File: config.mk
export PLATFORM = sky130hd
export DESIGN_NAME = mem_access_unit_flat
export DESIGN_NICKNAME = d
export VERILOG_FILES = /design/src/rtl/mem_access_unit_pkg.sv /design/src/rtl/mem_access_unit_if.sv /design/src/rtl/mem_access_unit_align.sv /design/src/rtl/mem_access_unit.sv /design/src/flat_wrapper.sv
export SDC_FILE = /design/constraint.sdc
export NUM_CORES = 1
export LEC_CHECK = 0
export BUFFER_PORTS_ARGS = -buffer_cell sky130_fd_sc_hd__buf_2
export CORE_ASPECT_RATIO = 0.6
export CORE_UTILIZATION = 54
export DETAILED_ROUTE_END_ITERATION = 12
export PLACE_DENSITY = 0.86
export SKIP_LAST_GASP = 1
export SYNTH_ARGS = -nofsm -noshare
export SYNTH_HDL_FRONTEND = slang
export SYNTH_HIERARCHICAL = 1
export SYNTH_SLANG_ARGS = --single-unit
File: constraint.sdc
create_clock -name clk -period 6.78 [get_ports clk]
set_input_delay 1.356 -clock clk [delete_from_list [all_inputs] [get_ports clk]]
set_output_delay 1.356 -clock clk [all_outputs]
set_load 0.02 [all_outputs]
File: src/rtl/mem_access_unit_pkg.sv
// Shared encodings for the MEM-stage load/store unit: access sizes and FSM states.
package mem_access_unit_pkg;

  localparam logic [1:0] MEM_BYTE     = 2'd0;
  localparam logic [1:0] MEM_HALFWORD = 2'd1;
  localparam logic [1:0] MEM_WORD     = 2'd2;
  localparam logic [1:0] MEM_DWORD    = 2'd3;

  typedef enum logic [2:0] {
    S_IDLE,
    S_REQ,
    S_WAIT,
    S_DONE,
    S_CANCEL
  } state_t;

endpackage

File: src/rtl/mem_access_unit_if.sv
// Data-side SRAM-like bus: one request channel plus addr_ok/data_ok acknowledgements.
interface mem_access_unit_if #(
  parameter int ADDR_W = 32,
  parameter int DATA_W = 32
);
  localparam int NBYTE = DATA_W / 8;

  logic              data_req;
  logic              data_wr;
  logic [1:0]        data_size;
  logic [ADDR_W-1:0] data_addr;
  logic [NBYTE-1:0]  data_wstrb;
  logic [DATA_W-1:0] data_wdata;
  logic              data_addr_ok;
  logic              data_data_ok;
  logic [DATA_W-1:0] data_rdata;

  modport master (
    output data_req, data_wr, data_size, data_addr, data_wstrb, data_wdata,
    input  data_addr_ok, data_data_ok, data_rdata
  );

  modport slave (
    input  data_req, data_wr, data_size, data_addr, data_wstrb, data_wdata,
    output data_addr_ok, data_data_ok, data_rdata
  );

endinterface

File: src/rtl/mem_access_unit_align.sv
// Byte-lane alignment: strobes, lane-shifted store data, extracted/extended load data, misalign flag.
module mem_align
  import mem_access_unit_pkg::*;
#(
  parameter  int DATA_W = 32,
  localparam int NBYTE  = DATA_W / 8,
  localparam int OFF_W  = $clog2(NBYTE)
) (
  input  logic [1:0]        size,
  input  logic [OFF_W-1:0]  off,
  input  logic              signext,
  input  logic [DATA_W-1:0] wdata,
  input  logic [DATA_W-1:0] rdata_raw,
  output logic [NBYTE-1:0]  strb,
  output logic [DATA_W-1:0] wdata_lane,
  output logic [DATA_W-1:0] rdata_ext,
  output logic              misalign
);

  logic [NBYTE-1:0]  lane_mask;
  logic [DATA_W-1:0] data_mask;
  logic [DATA_W-1:0] shifted;
  logic              sign_bit;

  always_comb begin
    lane_mask = '0;
    data_mask = '0;
    sign_bit  = 1'b0;
    misalign  = 1'b0;
    shifted   = rdata_raw >> {off, 3'b000};
    case (size)
      MEM_BYTE: begin
        lane_mask = NBYTE'(1);
        sign_bit  = shifted[7];
      end
      MEM_HALFWORD: begin
        lane_mask = NBYTE'(3);
        sign_bit  = shifted[15];
        misalign  = off[0];
      end
      MEM_WORD: begin
        lane_mask = NBYTE'(15);
        sign_bit  = shifted[31];
        misalign  = |off[1:0];
      end
      default: begin
        // A dword cannot be carried by a 32-bit datapath at all.
        lane_mask = '1;
        sign_bit  = shifted[DATA_W-1];
        misalign  = (DATA_W == 32) ? 1'b1 : |off;
      end
    endcase
    for (int i = 0; i < NBYTE; i++) data_mask[i*8 +: 8] = {8{lane_mask[i]}};
    strb       = lane_mask << off;
    wdata_lane = (wdata & data_mask) << {off, 3'b000};
    rdata_ext  = (shifted & data_mask) | ({DATA_W{signext & sign_bit}} & ~data_mask);
  end

endmodule

File: src/rtl/mem_access_unit.sv
// MEM-stage load/store unit: latches one access, runs the req/addr_ok/data_ok handshake,
// stalls the pipeline while it is in flight and drops the result of flushed accesses.
module mem_access_unit
  import mem_access_unit_pkg::*;
#(
  parameter  int ADDR_W = 32,
  parameter  int DATA_W = 32,
  localparam int NBYTE  = DATA_W / 8
) (
  input  logic                clk,
  input  logic                resetn,
  input  logic                req_valid_i,
  input  logic                req_write_i,
  input  logic [1:0]          req_size_i,
  input  logic                req_signext_i,
  input  logic [ADDR_W-1:0]   req_addr_i,
  input  logic [DATA_W-1:0]   req_wdata_i,
  input  logic                flush_i,
  input  logic                advance_i,
  output logic                stall_o,
  output logic                adel_o,
  output logic                ades_o,
  output logic [DATA_W-1:0]   rdata_o,
  output logic                done_o,
  mem_access_unit_if.master   bus
);

  localparam int OFF_W = $clog2(NBYTE);

  state_t            state, state_nxt;
  logic              cancel_p0, cancel_nxt;
  logic              capture;
  logic [ADDR_W-1:0] addr_p0;
  logic [1:0]        size_p0;
  logic              signext_p0;
  logic              write_p0;
  logic [NBYTE-1:0]  strb_p0;
  logic [DATA_W-1:0] wdata_p0;
  logic [DATA_W-1:0] rdata_p1;

  logic              idle, accept, misalign;
  logic [1:0]        al_size;
  logic [OFF_W-1:0]  al_off;
  logic [NBYTE-1:0]  al_strb;
  logic [DATA_W-1:0] al_wdata, al_rdata;

  // The aligner sees the incoming request while idle and the latched access otherwise.
  assign idle    = (state == S_IDLE);
  assign al_size = idle ? req_size_i : size_p0;
  assign al_off  = idle ? req_addr_i[OFF_W-1:0] : addr_p0[OFF_W-1:0];

  mem_align #(.DATA_W(DATA_W)) u_align (
    .size       (al_size),
    .off        (al_off),
    .signext    (signext_p0),
    .wdata      (req_wdata_i),
    .rdata_raw  (bus.data_rdata),
    .strb       (al_strb),
    .wdata_lane (al_wdata),
    .rdata_ext  (al_rdata),
    .misalign   (misalign)
  );

  assign accept  = idle & req_valid_i & ~misalign & ~flush_i;
  assign stall_o = accept | (state == S_REQ) | (state == S_WAIT);
  assign adel_o  = idle & req_valid_i & misalign & ~req_write_i;
  assign ades_o  = idle & req_valid_i & misalign & req_write_i;
  assign done_o  = (state == S_DONE);
  assign rdata_o = rdata_p1;

  assign bus.data_req   = (state == S_REQ);
  assign bus.data_wr    = write_p0;
  assign bus.data_size  = size_p0;
  assign bus.data_addr  = addr_p0;
  assign bus.data_wstrb = strb_p0;
  assign bus.data_wdata = wdata_p0;

  always_comb begin
    state_nxt  = state;
    cancel_nxt = cancel_p0;
    capture    = 1'b0;
    case (state)
      S_IDLE: if (accept) state_nxt = S_REQ;
      S_REQ: begin
        // A request already on the bus is never withdrawn; a flush only marks it cancelled.
        if (bus.data_addr_ok) begin
          if (bus.data_data_ok) begin
            if (cancel_p0 | flush_i) begin
              state_nxt  = S_IDLE;
              cancel_nxt = 1'b0;
            end else begin
              state_nxt = S_DONE;
              capture   = 1'b1;
            end
          end else if (cancel_p0 | flush_i) begin
            state_nxt  = S_CANCEL;
            cancel_nxt = 1'b1;
          end else begin
            state_nxt = S_WAIT;
          end
        end else if (flush_i) begin
          cancel_nxt = 1'b1;
        end
      end
      S_WAIT: begin
        if (bus.data_data_ok) begin
          if (flush_i) begin
            state_nxt = S_IDLE;
          end else begin
            state_nxt = S_DONE;
            capture   = 1'b1;
          end
        end else if (flush_i) begin
          state_nxt  = S_CANCEL;
          cancel_nxt = 1'b1;
        end
      end
      S_DONE: if (advance_i | flush_i) state_nxt = S_IDLE;
      S_CANCEL: begin
        if (bus.data_data_ok) begin
          state_nxt  = S_IDLE;
          cancel_nxt = 1'b0;
        end
      end
      default: state_nxt = S_IDLE;
    endcase
  end

  always_ff @(posedge clk or negedge resetn) begin
    if (!resetn) begin
      state      <= S_IDLE;
      cancel_p0  <= 1'b0;
      addr_p0    <= '0;
      size_p0    <= '0;
      signext_p0 <= 1'b0;
      write_p0   <= 1'b0;
      strb_p0    <= '0;
      wdata_p0   <= '0;
      rdata_p1   <= '0;
    end else begin
      state     <= state_nxt;
      cancel_p0 <= cancel_nxt;
      // p0: request fields latched at acceptance
      if (accept) begin
        addr_p0    <= req_addr_i;
        size_p0    <= req_size_i;
        signext_p0 <= req_signext_i;
        write_p0   <= req_write_i;
        strb_p0    <= req_write_i ? al_strb : '0;
        wdata_p0   <= al_wdata;
      end
      // p1: extracted load result, held through DONE
      if (capture) rdata_p1 <= al_rdata;
    end
  end

endmodule

File: src/flat_wrapper.sv
// flat-port wrapper written by rule: the top's interface ports become plain ports
module mem_access_unit_flat import mem_access_unit_pkg::*;
#(
  parameter  int ADDR_W = 32,
  parameter  int DATA_W = 32,
  localparam int NBYTE  = DATA_W / 8
)
  (clk, resetn, req_valid_i, req_write_i, req_size_i, req_signext_i, req_addr_i, req_wdata_i, flush_i, advance_i, stall_o, adel_o, ades_o, rdata_o, done_o, bus_data_req, bus_data_wr, bus_data_size, bus_data_addr, bus_data_wstrb, bus_data_wdata, bus_data_addr_ok, bus_data_data_ok, bus_data_rdata);
  mem_access_unit_if #(.ADDR_W(ADDR_W), .DATA_W(DATA_W)) bus_i ();
  input  logic clk;
  input  logic resetn;
  input  logic req_valid_i;
  input  logic req_write_i;
  input  logic [1:0] req_size_i;
  input  logic req_signext_i;
  input  logic [ADDR_W-1:0] req_addr_i;
  input  logic [DATA_W-1:0] req_wdata_i;
  input  logic flush_i;
  input  logic advance_i;
  output logic stall_o;
  output logic adel_o;
  output logic ades_o;
  output logic [DATA_W-1:0] rdata_o;
  output logic done_o;
  output wire logic [$bits(bus_i.data_req)-1:0] bus_data_req;
  output wire logic [$bits(bus_i.data_wr)-1:0] bus_data_wr;
  output wire logic [$bits(bus_i.data_size)-1:0] bus_data_size;
  output wire logic [$bits(bus_i.data_addr)-1:0] bus_data_addr;
  output wire logic [$bits(bus_i.data_wstrb)-1:0] bus_data_wstrb;
  output wire logic [$bits(bus_i.data_wdata)-1:0] bus_data_wdata;
  input wire logic [$bits(bus_i.data_addr_ok)-1:0] bus_data_addr_ok;
  input wire logic [$bits(bus_i.data_data_ok)-1:0] bus_data_data_ok;
  input wire logic [$bits(bus_i.data_rdata)-1:0] bus_data_rdata;
  assign bus_data_req = bus_i.data_req;
  assign bus_data_wr = bus_i.data_wr;
  assign bus_data_size = bus_i.data_size;
  assign bus_data_addr = bus_i.data_addr;
  assign bus_data_wstrb = bus_i.data_wstrb;
  assign bus_data_wdata = bus_i.data_wdata;
  assign bus_i.data_addr_ok = bus_data_addr_ok;
  assign bus_i.data_data_ok = bus_data_data_ok;
  assign bus_i.data_rdata = bus_data_rdata;
  mem_access_unit #(.ADDR_W(ADDR_W), .DATA_W(DATA_W)) u_core (.clk(clk), .resetn(resetn), .req_valid_i(req_valid_i), .req_write_i(req_write_i), .req_size_i(req_size_i), .req_signext_i(req_signext_i), .req_addr_i(req_addr_i), .req_wdata_i(req_wdata_i), .flush_i(flush_i), .advance_i(advance_i), .stall_o(stall_o), .adel_o(adel_o), .ades_o(ades_o), .rdata_o(rdata_o), .done_o(done_o), .bus(bus_i));
endmodule
# --- Word-level counts from Yosys, hierarchy flattened ---
# Index checks and enable logic that the tools add are counted.
word_totals:
  ramBits: 0
  mem_count: 0
  inputBits: 107
  out_inout_bits: 108
  reg_bits: 108
  mem_bits_ro: 0
  latchBits: 0
op_classes:
  bitwise_logic: 19
  n_mul: 0
  reduce_logical: 6
  div_mod_pow: 0
  order_cmp: 0
  muxes: 31
  add_sub_neg: 0
  shifts: 3
  eq_ne: 13
ops:
  columns: ["op", "n"]
  rows:
  - ["bitwise AND 32 bit", 3]
  - ["inverter 32 bit", 1]
  - ["bitwise OR 32 bit", 1]
  - ["left shift 32 x 5 -> 32 bit", 1]
  - [">> shifter 32 x 5 -> 32 bit", 1]
  - ["2-to-1 mux 3 bit", 8]
  - ["one-hot mux 3 bit (5 select lines)", 1]
  - ["2-to-1 mux 1 bit", 12]
  - ["2-to-1 mux 2 bit", 4]
  - ["one-hot mux 4 bit (2 select lines)", 1]
  - ["bitwise AND 1 bit", 7]
  - ["equality test 3 x 2 -> 1 bit (second input constant)", 2]
  - ["inequality test 2 bit (second input constant)", 3]
  - ["one-hot mux 1 bit (3 select lines)", 2]
  - ["AND reduction 5 bit", 1]
  - ["2-to-1 mux 4 bit", 1]
  - ["inequality test 2 x 1 -> 1 bit (second input constant)", 2]
  - ["bitwise OR 1 bit", 4]
  - ["one-hot mux 1 bit (2 select lines)", 2]
  - ["AND reduction 4 bit", 1]
  - ["left shift 4 x 2 -> 4 bit", 1]
  - ["equality test 3 x 1 -> 1 bit (second input constant)", 1]
  - ["equality test 3 bit (second input constant)", 1]
  - ["zero test 3 bit", 1]
  - ["other kinds (8)", 10]

# --- Longest topological paths before layout ---
# Gate-level depths: netlist of the first run.
logic_depth:
  ltp_word: 9
  mapped_depth: 13
  ltp_nobuf: 7

# --- Modules after synthesis ---
# The synthesis of the first run kept the hierarchy.
by_module_without_submodules:
  columns: ["mod", "cells_per_inst", "n_inst", "area_per_inst_um2"]
  rows:
  - ["mem_access_unit", 287, 1, 4342.9]
  - ["mem_align", 210, 1, 1463.9]

# --- Least setup slack after synthesis of the first run ---
# Ideal clock, no wire load.
synth_path:
  kind: "input to output"
  startpoint: "in req_size_i[0]"
  endpoint: "out stall_o"
  n_path_buf: 4
  required_time_ns: 5.424
  setup_slack_ns: 2.268
  stages: 9
  arrival_ns: 3.156
  path_cell_list: "mux2_2 buf_2 buf_2 nor2_2 a21oi_1 nand4b_2 buf_2 clkbuf_1 o21ai_0"
synth_via:
  elab_chain_cells: 8
  elab_cells_between_ends: 10
  cone_classes: "eq/ne (2); mux (2); bitwise (5); reduce/logical (1)"
synth_lines:
  columns: ["item", "line", "rtl"]
  rows:
  - ["start, declared", "flat_wrapper.sv:14", "input logic [1:0] req_size_i;"]
  - ["2-to-1 mux 2 bit *", "mem_access_unit.sv:49", "assign al_size = idle ? req_size_i : size_p0;"]
  - ["equality test 2 bit (tied with other cells)", "mem_access_unit_align.sv:31", "case (size)"]
  - ["one-hot mux 1 bit (3 select lines) *", "mem_access_unit_align.sv:31", null]
  - ["via u_core.misalign", "mem_access_unit.sv:41", "logic idle, accept, misalign;"]
  - ["inverter 1 bit *", "mem_access_unit.sv:64", "assign accept = idle & req_valid_i & ~misalign & ~flush_i;"]
  - ["bitwise AND 1 bit * (2 in series)", "mem_access_unit.sv:64", null]
  - ["bitwise OR 1 bit * (2 in series)", "mem_access_unit.sv:65", "assign stall_o = accept | (state == S_REQ) | (state == S_WAIT);"]
  - ["end, declared", "flat_wrapper.sv:20", "output logic stall_o;"]
# The timed path passes the listed nets; every way through them passes the cells marked *.

# --- Final worst setup path of the first run ---
layout_path:
  startpoint: "reg u_core.state[2]"
  endpoint: "out adel_o"
layout_via:
  elab_chain_cells: 6
  elab_cells_between_ends: 11
  cone_classes: "eq/ne (2); mux (3); bitwise (3); reduce/logical (3)"
layout_lines:
  columns: ["item", "line", "rtl"]
  rows:
  - ["start, declared", "mem_access_unit.sv:30", "state_t state, state_nxt;"]
  - ["start signal, assigned", "mem_access_unit.sv:141", "state <= state_nxt;"]
  - ["zero test 3 bit *", "mem_access_unit.sv:48", "assign idle = (state == S_IDLE);"]
  - ["2-to-1 mux 2 bit *", "mem_access_unit.sv:50", "assign al_off = idle ? req_addr_i[OFF_W-1:0] : addr_p0[OFF_W-1:0];"]
  - ["via u_core.al_off[0]", "mem_access_unit.sv:43", "logic [OFF_W-1:0] al_off;"]
  - ["OR reduction 2 bit", "mem_access_unit_align.sv:44", "misalign = |off[1:0];"]
  - ["one-hot mux 1 bit (3 select lines) *", "mem_access_unit_align.sv:31", null]
  - ["via u_core.misalign", "mem_access_unit.sv:41", null]
  - ["bitwise AND 1 bit * (2 in series)", "mem_access_unit.sv:66", "assign adel_o = idle & req_valid_i & misalign & ~req_write_i;"]
  - ["end, declared", "flat_wrapper.sv:21", "output logic adel_o;"]
# Marks and branches as above.

==> results.json, run 1 <==
{
  "outcome": "finished, final reports clean",
  "dpl.hpwl_um": 11880,
  "ff2ff_path_depth": 8,
  "grt_max_degree": 78,
  "post-place-cells": 811,
  "ioPinCount": 215,
  "critPathCaptureType": "primary output",
  "slowest_stage": "nor3_1",
  "overflow": 0,
  "startpoint_type": "flop",
  "worstReg2RegStart": "u_core/state[2]$_DFFE_PN0P_",
  "synthTopCellsByCount": "116 x mux2_2, 108 x dfrtp_1, 46 x nand2_1",
  "critPathMaxStageDelay_ns": 0.75,
  "nNetsFinal": 794,
  "hold_buffers": 0,
  "rows": 28,
  "max-vdd-ir-drop_v": 0.0004894,
  "skew_ns": 0.01247,
  "reg2reg_to": "u_core/bus.data_wdata[16]$_DFFE_PN0P_",
  "holdPathStages": 2,
  "crit_type": "reg2out",
  "drtPass1Iterations": 5,
  "finalHoldViolations": 0,
  "synth_seq_cells": 108,
  "vias_per_cell": 5.854,
  "path_max_fanout": 67,
  "async_flop_share_pct": 100.0,
  "synth_flop_cell": "dfrtp_1",
  "wl_um": 16160,
  "whs_endpoint": "u_core/bus.data_wstrb[1]$_DFFE_PN0P_",
  "final_cell_count_no_fill": 827,
  "setup_viol": 0,
  "syn-cell-area_um2": 5807,
  "synth-seq-area-share_pct": 46.54,
  "synth_nets": 604,
  "fin_crit_sh_pct": 78.50,
  "dr_total_vias": 4841,
  "cts_tree": "built",
  "worst_slew_pin_slew_ns": 1.076,
  "wl_per_cell_um": 19.55,
  "min_period_ns": 5.322,
  "drc": 0,
  "required_ns": 5.42,
  "dpl_cell_area_um2": 6829,
  "ant_nets": 0,
  "die_w_um": 135.9,
  "grt.total_usage_pct": 29.61,
  "numCtsBuffers": 9,
  "power_leakage_nw": 3.582,
  "internal_power_mw": 2.143,
  "drtIter0Drc": 385,
  "coreArea_um2": 10160,
  "clock-root-buffer": "clkbuf_16",
  "fmax_mhz": 187.9,
  "power_frac_clock_pct": 14.0,
  "synth_top_area_share_pct": 46.54,
  "dr.max_layer_used": "met4",
  "antenna_found_initial": 0,
  "seqPwrFrac_pct": 28.0,
  "wl_met2_um": 7341,
  "yosysWarnings": 6,
  "cts.sinks": 108,
  "cap_violations": 0,
  "switching_share_pct": 46.42,
  "r2r_slack_ns": 2.10,
  "cts_max_path_buffers": 2,
  "rsz0062_at_grt": "false",
  "fin_area_um2": 7151,
  "worst_ep_arrival_time_ns": 3.97,
  "worstPathCellList": "nor3_1 > mux2_2 > buf_4 > clkinv_1 > a21oi_1 > nand3_1 > nor2_1 > buf_2",
  "fp.dieArea_um2": 11190,
  "yosysMostFrequentCell": "mux2_2",
  "yosysUniqueCellTypes": 51,
  "synth_edf_count": 0,
  "gp_congestion": 0.8973,
  "powerDensity_nw_per_um2": 559.4,
  "fin_tns_setup_ns": 0,
  "power.switching_mw": 1.857,
  "postCtsSetupRepairBufs": 0,
  "diodes": 0,
  "die_h_um": 82.33,
  "max-slew-margin-rel_pct": 28.25,
  "p_comb_share_pct": 58.0,
  "layout-drive-gt1-share_pct": 53.03,
  "portBuffers": 214,
  "postSynthCellCount": 497,
  "h-tree-depth": 3,
  "first_global_vias": 4661,
  "clock_latency_ns": 0.35,
  "path_clk_slew_ns": 0.08,
  "drt-met1-wl_um": 7037,
  "start_util_pct": 57.16,
  "hold_class": "reg2reg",
  "hp-start": "u_core/bus.data_wstrb[1]$_DFFE_PN0P_",
  "slew_viol_final": 0,
  "synth_area_leader_cell": "dfrtp_1",
  "grt_pass1_wl_um": 24720,
  "areaGrowthSynthToFinish_pct": 23.14,
  "avgSynthCellArea_um2": 11.68,
  "post_cts_resized": 0,
  "wl_met3_um": 1573,
  "synth.area.top_cells": "dfrtp_1 47%, mux2_2 22%, nand2_1 3.0%"
}
-- routing by layer --
metal,up-vias,GRT usage [%]
met5,-,0
met4,0,8.556
met3,17,7.753
met2,264,46.22
met1,2353,40.87
li1,2207,-
-- flip-flops by register name, indices dropped and copies added (netlist names) --
register and flops:
u_core/bus.data_wdata 32, u_core/signext_p0 1, u_core/bus.data_wr 1, u_core/cancel_p0 1
u_core/rdata_o 32, u_core/bus.data_size 2, u_core/bus.data_addr 32, u_core/bus.data_wstrb 4
u_core/state 3
-- kinds of logic (layout without fill, tap and decap cells) --
family | Yosys count | in the layout | share of synthesized area, %
DFF | 108 | 108 | 46.54
AOI/OAI and AO/OA | 109 | 109 | 13.45
buffers and inverters | 42 | 237 | 4.589
xor gates and xnor gates | 1 | 1 | 0.1509
and+or+nand+nor | 101 | 101 | 9.179
muxes | 136 | 136 | 26.09
-- cells in the final DEF (no fill, tap or decap), drive strengths merged, types with 2 or more instances in the layout --
cell    Yosys  layout
a211oi      9       9
a21oi       5       5
a221oi      9       9
a22oi      10      10
a31oi       2       2
and2       10      10
and3        2       2
buf        35     217
clkbuf      3       9
clkinv      1       3
dfrtp     108     108
inv         3       6
mux2      120     120
mux2i      16      16
nand2      46      46
nand2b      4       4
nand3       2       2
nor2       22      22
nor2b       3       3
nor3        3       3
o211ai     16      16
o21a        8       8
o21ai      27      27
o21bai      4       4
o22ai      16      16
-- worst max-delay path by stage --
| stage | from | to | slack [ns] | cells past startpoint |
|---|---|---|---|---|
| final | u_core/state[2]$_DFFE_PN0P_ | adel_o | 1.46 | 8 |
| after global routing | u_core/state[2]$_DFFE_PN0P_ | ades_o | 1.22 | 8 |
| after CTS | u_core/state[2]$_DFFE_PN0P_ | adel_o | 1.54 | 8 |
| after detailed placement | req_addr_i[0] | adel_o | 1.90 | 8 |
| after global placement | req_addr_i[0] | stall_o | 1.97 | 8 |
| after floorplan | req_size_i[0] | stall_o | 2.27 | 9 |
-- power by group through the flow --
stage | Combinational (mW) | Sequential [mW] | Clock, mW
floorplan | 1.37 | 1.44 | 0
global placement | 2.22 | 1.10 | 0
detailed placement | 2.29 | 1.12 | 0
CTS | 2.30 | 1.12 | 0.571
global route | 2.48 | 1.16 | 0.596
finish | 2.32 | 1.12 | 0.561
-- stage by stage --
stage / setup WS (ns) / hold WS, ns / utilization (%) / power, mW
3_3_place_gp: 1.968 / 0.4634 / 67.22 / 3.325
4_1_cts: 1.535 / 0.4959 / 70.38 / 3.989
6_report: 1.458 / 0.4933 / 70.38 / 4.000
5_1_grt: 1.221 / 0.5190 / 70.38 / 4.236
3_5_place_dp: 1.900 / 0.4794 / 67.22 / 3.417
2_1_floorplan: 2.268 / 0.5042 / - / 2.805
-- worst max-delay path, delay by kind of cell (launching register included) --
kind	cells	cell delay (ns)
buffers and inverters	3	1.20
and+or+nand+nor	3	1.07
AOI/OAI and AO/OA	1	0.47
muxes	1	0.29
DFF	1	0.55
-- layout make-up --
| cell class | instances | area, um^2 |
|---|---|---|
| clock inverters | 7 | 96.34 |
| repair buffers | 217 | 1096 |
| clock buffers | 9 | 225.2 |
| flip-flops and latches | 108 | 2703 |
| fillers | 760 | 3009 |
| multi-input cells | 347 | 2846 |
| inverters | 4 | 15.01 |
| well taps | 135 | 168.9 |
Note: power is estimated with default switching activity, not from simulation.
==> inputs of run 2 (changes only) <==
--- a/config.mk
+++ b/config.mk
@@ -5,11 +5,12 @@
 export SDC_FILE = /design/constraint.sdc
 export NUM_CORES = 1
 export LEC_CHECK = 0
+export ABC_AREA = 1
 export BUFFER_PORTS_ARGS = -buffer_cell sky130_fd_sc_hd__buf_2
 export CORE_ASPECT_RATIO = 0.6
-export CORE_UTILIZATION = 54
+export CORE_UTILIZATION = 50
 export DETAILED_ROUTE_END_ITERATION = 12
-export PLACE_DENSITY = 0.86
+export PLACE_DENSITY = 0.81
 export SKIP_LAST_GASP = 1
 export SYNTH_ARGS = -nofsm -noshare
 export SYNTH_HDL_FRONTEND = slang
==> constraint.sdc (replaced) <==
create_clock -name clk -period 5.1 [get_ports clk]
set_input_delay 1.02 -clock clk [delete_from_list [all_inputs] [get_ports clk]]
set_output_delay 1.02 -clock clk [all_outputs]
set_load 0.02 [all_outputs]
==> run 2 against run 1 <==
Area after synthesis is 1.9% lower. Design area is 1.3% lower. Clock power is 27% higher. Combinational power is 24% higher. Register-to-register slack worse by 0.53 ns. Utilization is 5.1 points lower. Clock skew is 0.0062 ns lower. Die area is 5.8% higher. Wire length is 5.5% higher. Worst hold slack worse by 0.017 ns. Worst setup slack worse by 0.017 ns.
==> results.json, run 2 <==
{
  "rows": 29,
  "fillers": 980,
  "whs_ns": 0.4762,
  "max-vdd-ir-drop_v": 0.0006861,
  "startpoint_type": "flop",
  "yosysUniqueCellTypes": 27,
  "worst_slew_pin_slew_ns": 1.072,
  "cap_violations": 0,
  "areaGrowthSynthToFinish_pct": 23.99,
  "crit_type": "reg2out",
  "layout-drive-gt1-share_pct": 26.19,
  "die_h_um": 84.66,
  "max-slew-margin-rel_pct": 28.34,
  "drc": 0,
  "r2r_slack_ns": 1.57,
  "hold_buffers": 0,
  "diodes": 0,
  "synth_seq_cells": 108,
  "nNetsFinal": 1087,
  "multiInputGateArea_um2": 2595,
  "ff2ff_path_depth": 12,
  "die_w_um": 139.8,
  "post-place-cells": 1108,
  "yosysWarnings": 6,
  "fin_crit_sh_pct": 71.76,
  "skew_ns": 0.006236,
  "start_util_pct": 52.66,
  "worst_ep_arrival_time_ns": 2.64,
  "post_cts_resized": 0,
  "dr_total_vias": 5988,
  "worstReg2RegStart": "u_core/state[2]$_DFFE_PN0P_",
  "p_comb_share_pct": 57.5,
  "power.switching_mw": 2.555,
  "antenna_found_initial": 0,
  "path_clk_slew_ns": 0.07,
  "min_period_ns": 3.660,
  "portBuffers": 214,
  "first_global_vias": 5419,
  "synth-seq-area-share_pct": 47.46,
  "ant_nets": 0,
  "drtPass1Iterations": 5,
  "layout_common_cells": "415 x nand2_1, 213 x buf_2, 108 x dfrtp_1",
  "final_cell_count_no_fill": 1124,
  "place_ws_ns": 1.501,
  "setup_viol": 0,
  "synth_top_area_share_pct": 47.46,
  "cts.sinks": 108,
  "dpl.hpwl_um": 12300,
  "wl_um": 17060,
  "synth_edf_count": 0,
  "synth.area.top_cells": "dfrtp_1 47%, nand2_1 27%, nand3_1 5.0%",
  "reg2reg_to": "u_core/rdata_o[8]$_DFFE_PN0P_",
  "hp-start": "u_core/bus.data_addr[7]$_DFFE_PN0P_",
  "syn-cell-area_um2": 5694,
  "grt_max_degree": 79,
  "fmax_mhz": 273.2,
  "ioPinCount": 215,
  "dpl_cell_area_um2": 6759,
  "critPathCaptureType": "primary output",
  "required_ns": 4.08,
  "synthTopCellsByCount": "415 x nand2_1, 108 x dfrtp_1, 57 x nand3_1",
  "grt_pass1_wl_um": 27320,
  "slew_viol_final": 0,
  "fin_tns_setup_ns": 0,
  "fin_ws_ns": 1.440,
  "whs_endpoint": "u_core/bus.data_addr[7]$_DFFE_PN0P_",
  "holdPathStages": 2,
  "finalHoldViolations": 0,
  "synth_flop_cell": "dfrtp_1",
  "synth_area_leader_cell": "dfrtp_1",
  "drtIter0Drc": 500,
  "regArea_um2": 2703,
  "overflow": 0,
  "wl_per_cell_um": 15.17,
  "seqPwrFrac_pct": 28.2,
  "hold_class": "reg2reg",
  "path_max_fanout": 11,
  "async_flop_share_pct": 100.0,
  "h-tree-depth": 3,
  "power_leakage_nw": 4.244,
  "fp.dieArea_um2": 11830,
  "power_frac_clock_pct": 14.3,
  "vias_per_cell": 5.327,
  "clock-root-buffer": "clkbuf_16",
  "cts_max_path_buffers": 2,
  "grt.total_usage_pct": 29.79,
  "coreArea_um2": 10810,
  "gp_congestion": 0.9715,
  "postCtsSetupRepairBufs": 0,
  "mostFrequentLayoutCell": "nand2_1",
  "switching_share_pct": 51.07,
  "synth_nets": 900,
  "rsz0062_at_grt": "false",
  "yosysMostFrequentCell": "nand2_1",
  "powerDensity_nw_per_um2": 708.5,
  "postSynthCellCount": 793,
  "internal_power_mw": 2.448,
  "fin_area_um2": 7061,
  "cts_tree": "built",
  "outcome": "finished, final reports clean",
  "numCtsBuffers": 9,
  "avgSynthCellArea_um2": 7.181,
  "clock_latency_ns": 0.35
}
## run 2: critical path, cell delays in order, from the launching register on
cell	delay [ns]
dfrtp_1	0.45
inv_1	0.19
nand2_1	0.27
o21ai_0	0.54
a21oi_1	0.18
a21oi_1	0.23
nand3_1	0.15
nor2_1	0.10
buf_2	0.16
## run 2: layer usage
layer | track usage (%) | wire, um | vias up
li1 | - | - | 2885
met1 | 43.44 | 7842 | 2742
met2 | 44.00 | 7246 | 343
met3 | 8.386 | 1780 | 18
met4 | 6.593 | 187 | 0
met5 | 0 | 0 | -
## run 2: per-stage QoR
stage | utilization [%] | power [mW]
detailed placement | 62.51 | 4.248
floorplan | - | 3.469
global route | 65.30 | 5.398
global placement | 62.51 | 4.197
CTS | 65.30 | 4.971
finish | 65.30 | 5.003
## run 2: cells by family after synthesis
family / count (synthesis) / share of synthesized area, %
AO/OA/AOI/OAI: 70 / 8.042
buffers and inverters: 87 / 7.097
flip-flops: 108 / 47.46
AND/OR/NAND/NOR: 528 / 37.40
## run 2: worst max path at each step
stage | endpoint | startpoint | slack, ns | cells after the start
2_1_floorplan | stall_o | req_addr_i[0] | 1.27 | 11
3_3_place_gp | u_core/rdata_o[12]$_DFFE_PN0P_ | req_addr_i[1] | 1.58 | 11
3_5_place_dp | u_core/rdata_o[8]$_DFFE_PN0P_ | req_addr_i[1] | 1.50 | 11
4_1_cts | ades_o | u_core/state[2]$_DFFE_PN0P_ | 1.49 | 8
5_1_grt | stall_o | u_core/state[2]$_DFFE_PN0P_ | 1.22 | 9
6_report | adel_o | u_core/state[2]$_DFFE_PN0P_ | 1.44 | 8
## run 2: cell type report
| class | instances | area share, % |
|---|---|---|
| Clock inverter | 7 | 1.081 |
| Timing Repair Buffer | 222 | 16.06 |
| Tap cell | 139 | 2.463 |
| Clock buffer | 9 | 3.190 |
| Multi-Input combinational cell | 598 | 36.75 |
| Inverter | 41 | 2.180 |
| Sequential cell | 108 | 38.28 |
## run 2: power by group through the flow
stage	logic [mW]	clock network [mW]	registers (mW)
after floorplan	1.67	0	1.80
after global placement	2.78	0	1.41
after detailed placement	2.83	0	1.42
after CTS	2.84	0.728	1.41
after global routing	3.18	0.765	1.45
final	2.88	0.715	1.41
